<file path="src/rtl/uart_program_loader.sv">
// UART program loader: receives a framed, XOR-checked image over 8N1 serial
// and writes it into byte-wide instruction memory while holding the CPU in reset.
module uart_program_loader #(
    parameter int CLK_HZ    = 100000000,
    parameter int BAUD      = 115200,
    parameter int MEM_BYTES = 72,
    parameter int ADDR_W    = 7
) (
    input  logic              clk_in,
    input  logic              reset,
    input  logic              rx,
    output logic              mem_we,
    output logic [ADDR_W-1:0] mem_addr,
    output logic [7:0]        mem_wdata,
    output logic              cpu_hold,
    output logic              load_done,
    output logic              load_error
);

    localparam int CPB = CLK_HZ / BAUD;
    localparam int CW  = $clog2(CPB) + 1;
    localparam logic [CW-1:0] BIT_END  = CW'(CPB - 1);
    localparam logic [CW-1:0] HALF_END = CW'(CPB / 2 - 1);

    typedef enum logic [1:0] {RX_IDLE, RX_START, RX_DATA, RX_STOP} rx_state_e;
    typedef enum logic [2:0] {L_SYNC, L_LEN, L_DATA, L_CSUM, L_DONE, L_ERR} ld_state_e;

    // rx_s3_q is the previous synced sample, used only for falling-edge detect
    logic rx_s1_q, rx_s2_q, rx_s3_q;

    always_ff @(posedge clk_in) begin
        if (reset) begin
            rx_s1_q <= 1'b1;
            rx_s2_q <= 1'b1;
            rx_s3_q <= 1'b1;
        end else begin
            rx_s1_q <= rx;
            rx_s2_q <= rx_s1_q;
            rx_s3_q <= rx_s2_q;
        end
    end

    rx_state_e       rx_state_q, rx_state_d;
    logic [CW-1:0]   cnt_q, cnt_d;
    logic [2:0]      bit_q, bit_d;
    logic [7:0]      shift_q, shift_d;
    logic            byte_valid, frame_err;

    always_ff @(posedge clk_in) begin
        if (reset) begin
            rx_state_q <= RX_IDLE;
            cnt_q      <= '0;
            bit_q      <= '0;
            shift_q    <= '0;
        end else begin
            rx_state_q <= rx_state_d;
            cnt_q      <= cnt_d;
            bit_q      <= bit_d;
            shift_q    <= shift_d;
        end
    end

    always_comb begin
        rx_state_d = rx_state_q;
        cnt_d      = cnt_q;
        bit_d      = bit_q;
        shift_d    = shift_q;
        byte_valid = 1'b0;
        frame_err  = 1'b0;
        case (rx_state_q)
            RX_IDLE: begin
                if (rx_s3_q && !rx_s2_q) begin
                    cnt_d      = '0;
                    rx_state_d = RX_START;
                end
            end
            RX_START: begin
                if (cnt_q == HALF_END) begin
                    cnt_d      = '0;
                    bit_d      = '0;
                    rx_state_d = rx_s2_q ? RX_IDLE : RX_DATA;
                end else begin
                    cnt_d = cnt_q + CW'(1);
                end
            end
            RX_DATA: begin
                if (cnt_q == BIT_END) begin
                    cnt_d   = '0;
                    shift_d = {rx_s2_q, shift_q[7:1]};
                    bit_d   = bit_q + 3'd1;
                    if (bit_q == 3'd7) rx_state_d = RX_STOP;
                end else begin
                    cnt_d = cnt_q + CW'(1);
                end
            end
            RX_STOP: begin
                if (cnt_q == BIT_END) begin
                    byte_valid = rx_s2_q;
                    frame_err  = !rx_s2_q;
                    rx_state_d = RX_IDLE;
                end else begin
                    cnt_d = cnt_q + CW'(1);
                end
            end
            default: rx_state_d = RX_IDLE;
        endcase
    end

    ld_state_e         state_q, state_d;
    logic [9:0]        len_q, len_d;
    logic [ADDR_W-1:0] addr_q, addr_d;
    logic [7:0]        csum_q, csum_d;
    logic [7:0]        wdata_q, wdata_d;
    logic              we_q, we_d;
    logic [9:0]        len_w;
    logic              is_sync;

    assign len_w   = {shift_q, 2'b00};
    assign is_sync = byte_valid && (shift_q == 8'hA5);

    always_ff @(posedge clk_in) begin
        if (reset) begin
            state_q <= L_SYNC;
            len_q   <= '0;
            addr_q  <= '0;
            csum_q  <= '0;
            wdata_q <= '0;
            we_q    <= 1'b0;
        end else begin
            state_q <= state_d;
            len_q   <= len_d;
            addr_q  <= addr_d;
            csum_q  <= csum_d;
            wdata_q <= wdata_d;
            we_q    <= we_d;
        end
    end

    always_comb begin
        state_d = state_q;
        len_d   = len_q;
        addr_d  = addr_q;
        csum_d  = csum_q;
        wdata_d = wdata_q;
        we_d    = 1'b0;
        // address advances the cycle after each write strobe
        if (we_q) addr_d = addr_q + ADDR_W'(1);
        case (state_q)
            L_SYNC: if (is_sync) state_d = L_LEN;
            L_LEN: begin
                if (frame_err) begin
                    state_d = L_ERR;
                end else if (byte_valid) begin
                    if (shift_q == 8'h00 || len_w > 10'(MEM_BYTES)) begin
                        state_d = L_ERR;
                    end else begin
                        len_d   = len_w;
                        addr_d  = '0;
                        csum_d  = '0;
                        state_d = L_DATA;
                    end
                end
            end
            L_DATA: begin
                if (frame_err) begin
                    state_d = L_ERR;
                end else if (byte_valid) begin
                    we_d    = 1'b1;
                    wdata_d = shift_q;
                    csum_d  = csum_q ^ shift_q;
                    if (10'(addr_q) + 10'd1 == len_q) state_d = L_CSUM;
                end
            end
            L_CSUM: begin
                if (frame_err) state_d = L_ERR;
                else if (byte_valid) state_d = (shift_q == csum_q) ? L_DONE : L_ERR;
            end
            L_DONE, L_ERR: if (is_sync) state_d = L_LEN;
            default: state_d = L_SYNC;
        endcase
    end

    assign mem_we     = we_q;
    assign mem_addr   = addr_q;
    assign mem_wdata  = wdata_q;
    assign cpu_hold   = (state_q != L_DONE);
    assign load_done  = (state_q == L_DONE);
    assign load_error = (state_q == L_ERR);

endmodule
</file>
<file path="config.mk">
export PLATFORM = sky130hd
export DESIGN_NAME = uart_program_loader
export DESIGN_NICKNAME = d
export VERILOG_FILES = /design/src/rtl/uart_program_loader.sv
export SDC_FILE = /design/constraint.sdc
export NUM_CORES = 1
export LEC_CHECK = 0
export ABC_CLOCK_PERIOD_IN_PS = 2300
export BUFFER_PORTS_ARGS = -buffer_cell sky130_fd_sc_hd__buf_2
export CAP_MARGIN = 20
export CORE_MARGIN = 5
export CORE_UTILIZATION = 45
export CTS_BUF_LIST = sky130_fd_sc_hd__clkbuf_16
export DETAILED_ROUTE_END_ITERATION = 12
export REMOVE_ABC_BUFFERS = 1
export SLEW_MARGIN = 10
export SYNTH_ARGS = -nofsm -noshare
export SYNTH_HDL_FRONTEND = slang
export SYNTH_SLANG_ARGS = --single-unit
</file>
<file path="constraint.sdc">
create_clock -name clk_in -period 2.3 [get_ports clk_in]
set_input_delay 0 -clock clk_in [delete_from_list [all_inputs] [get_ports clk_in]]
set_output_delay 0 -clock clk_in [all_outputs]
set_load 0.02 [all_outputs]
</file>
==> flow_metrics.tcl <==
set metrics [dict create \
    hp-class "input pin to register" \
    grt_pass1_wl_um 12100 \
    dp_hpwl_um 4940 \
    drt-initial-drc-count 107 \
    fin_ws_ps 85.8 \
    drv_slew 0 \
    worstPathRequired_ps 2510 \
    clockBufferDepth 2 \
    slowest_delay_ps 580 \
    synth_edf_count 0 \
    cts_root_buffer "clkbuf_16" \
    max_freq_mhz 452 \
    synthMostInstantiatedCell "dfxtp_1" \
    fin_worst_skew_ps 7.99 \
    clk_latency_ps 330 \
    maxUsedRoutingLayer "met4" \
    antenna_found_initial 0 \
    crit_slowest_cell "or4_4" \
    ys_warn_count 0 \
    status "finished, final reports clean" \
    via_count 2616 \
    fin_nets 400 \
    wl_met3_um 305 \
    grt_remaining_overflow 0 \
    timing.final.hold_violations 0 \
    setup_viol 0 \
    diodes 0 \
    clkTransAtPathRegs_ps 50 \
    m1WireLength_um 3210 \
    first_global_vias 2559 \
    drive_gt1_frac 0.189 \
    r2r_slack_ps 90 \
    die_area_um2 8680 \
    start_util 0.461 \
    io_pins 22 \
    via_per_inst 5.50 \
    final.setup.tns_ps 0 \
    port_buffers 21 \
    h-tree-depth 3 \
    die_x_um 93.2 \
    die_h_um 93.2 \
    core_um2 6760 \
    r2r_end "mem_addr[6]$_SDFF_PP0_" \
    ys_types 60 \
    area_growth_pct 18.7 \
    routedWlPerCell_um 15.0 \
    ys_top_cells_by_count "dfxtp_1, nor2_1, mux2i_1, nand2_1, clkbuf_1" \
    fin_crit_sh 0.963 \
    cp-startpoint "cnt_q[3]$_SDFFE_PP0P_" \
    ys_top_cells_by_area "dfxtp_1, mux2i_1, nor2_1" \
    period_minus_slack_ps 2210 \
    ant_nets 0 \
    drc 0 \
    place_ws_ps 71.2 \
    gp_congestion 0.825 \
    cts_num_sinks 62 \
    wirelength_um 7120 \
    cts_buffers 9 \
    crit_fanout 9 \
    synth_area_leader_cell "dfxtp_1" \
    cap_violations 0 \
    cts_tree "built" \
    end_kind "register" \
    track_usage 0.175 \
    async_reset_ff_frac 0 \
    crit_end "mem_addr[6]$_SDFF_PP0_" \
    worst_setup_path_start_kind "register" \
    synth_ff_type "dfxtp_1" \
    rows 30 \
    netlist_area_um2 3110 \
    ys_seq_elements 62 \
    power_leakage_nw 1.45 \
    cp.arrival_ps 2430 \
    reg2regPathDepth 5 \
    wl_met2_um 3520 \
    tightestPinTransition_ps 563 \
    r2r-start "cnt_q[3]$_SDFFE_PP0P_" \
    ir_worst_vdd_mv 0.480 \
    grt_max_degree 21 \
    slew_headroom 0.624 \
    power.density_nw_per_um2 721 \
    crit_type "register to register" \
    dr.pass1.iters 4 \
    syn_area_per_cell_um2 8.70 \
    synth_top_area_frac 0.399 \
    ys_seq_area_frac 0.399 \
    syn_inst 358 \
    worstPathCellList "or3_4 > or4_4 > or2_1 > nand2_1 > nor2_1" \
]
[how the worst min path moves through the flow]
stage,end,cells after the start,startpoint
final,shift_q[4]$_SDFFE_PP0P_,2,reset
after detailed placement,rx_s1_q$_SDFF_PP1_,2,rx
after global placement,rx_s1_q$_SDFF_PP1_,2,rx
after CTS,shift_q[6]$_SDFFE_PP0P_,2,reset
after floorplan,register,1,reset
after global routing,shift_q[4]$_SDFFE_PP0P_,2,reset
[area by class of cell]
type,instances,area (um^2)
tap,80,100
fill,635,3060
clock inverter,6,55.1
timing repair buffer,47,303
multi-input combinational,259,1720
sequential,62,1240
clock buffer,9,225
inverter,13,48.8
[cells in the final DEF (no fill, tap or decap), types with 3 or more instances in the layout]
| cell type | Yosys | layout |
|---|---|---|
| nor4_1 | 3 | 3 |
| buf_4 | 0 | 25 |
| inv_1 | 13 | 14 |
| and3_1 | 4 | 4 |
| nand2b_1 | 13 | 13 |
| nand3_1 | 9 | 9 |
| a21oi_1 | 11 | 11 |
| xor2_1 | 6 | 6 |
| a311oi_1 | 3 | 3 |
| clkbuf_16 | 0 | 9 |
| nor3_1 | 8 | 8 |
| o21ai_1 | 11 | 11 |
| nand2_1 | 22 | 22 |
| buf_2 | 5 | 21 |
| ha_1 | 5 | 5 |
| mux2i_1 | 22 | 22 |
| xnor2_1 | 14 | 14 |
| a31oi_1 | 4 | 4 |
| nor2_1 | 51 | 51 |
| a31o_1 | 7 | 7 |
| nor4b_1 | 4 | 4 |
| nand4_1 | 12 | 12 |
| o221ai_1 | 3 | 3 |
| dfxtp_1 | 62 | 62 |
[power by group]
part	leakage, nW	switching (mW)	total [mW]	internal, mW
Clock	0.140	0.445	1.26	0.818
Combinational	0.815	0.177	0.286	0.108
Sequential	0.500	0.0181	1.12	1.10
Total	1.45	0.641	2.66	2.02
[per-stage QoR]
stage	utilization	cell area [um^2]	hold WS, ps	power (mW)	cells
after CTS	0.546	3690	62.1	2.69	475
after detailed placement	0.503	3400	184	1.42	459
after global placement	0.503	3400	182	1.42	459
final	0.547	3700	62.8	2.66	476
after global routing	0.547	3700	76.9	2.78	476
after floorplan	-	3010	69.1	1.32	334
[registers in the layout, summed over array words and instances (netlist names), 3 cells and up, named ones only]
| name | count |
|---|---|
| shift_q | 8 |
| bit_q | 3 |
| cnt_q | 11 |
| state_q | 3 |
| len_q | 8 |
| mem_wdata | 8 |
| csum_q | 8 |
| mem_addr | 7 |
[per-layer routing]
layer	vias up	global-route usage
li1	1342	-
met5	-	0
met2	49	0.304
met1	1219	0.208
met4	0	0.0733
met3	6	0.0402
[repair_timing]
| action | CTS | global route |
|---|---|---|
| setup endpoints to repair | 0 | 6 |
| buffers inserted | 0 | 1 |
| hold endpoints to repair | 1 | 0 |
| hold buffers | 1 | 0 |
| resized for setup | 0 | 1 |
[cell families (layout without fill, tap and decap cells)]
| group | after synthesis | after routing | share of synthesized area |
|---|---|---|---|
| fa+ha+maj | 5 | 5 | 0.0201 |
| mux | 22 | 22 | 0.0707 |
| simple gates | 149 | 149 | 0.254 |
| buf+inv | 37 | 75 | 0.0490 |
| compound gates | 63 | 63 | 0.151 |
| flops | 62 | 62 | 0.399 |
| xor+xnor | 20 | 20 | 0.0562 |
[worst max-delay path, delay by kind of cell, from the launching register on]
kind	cells	cell delay (ps)
flip-flops	1	350
AND/OR/NAND/NOR	5	1740
No activity file was read; power rests on OpenSTA's default activity.
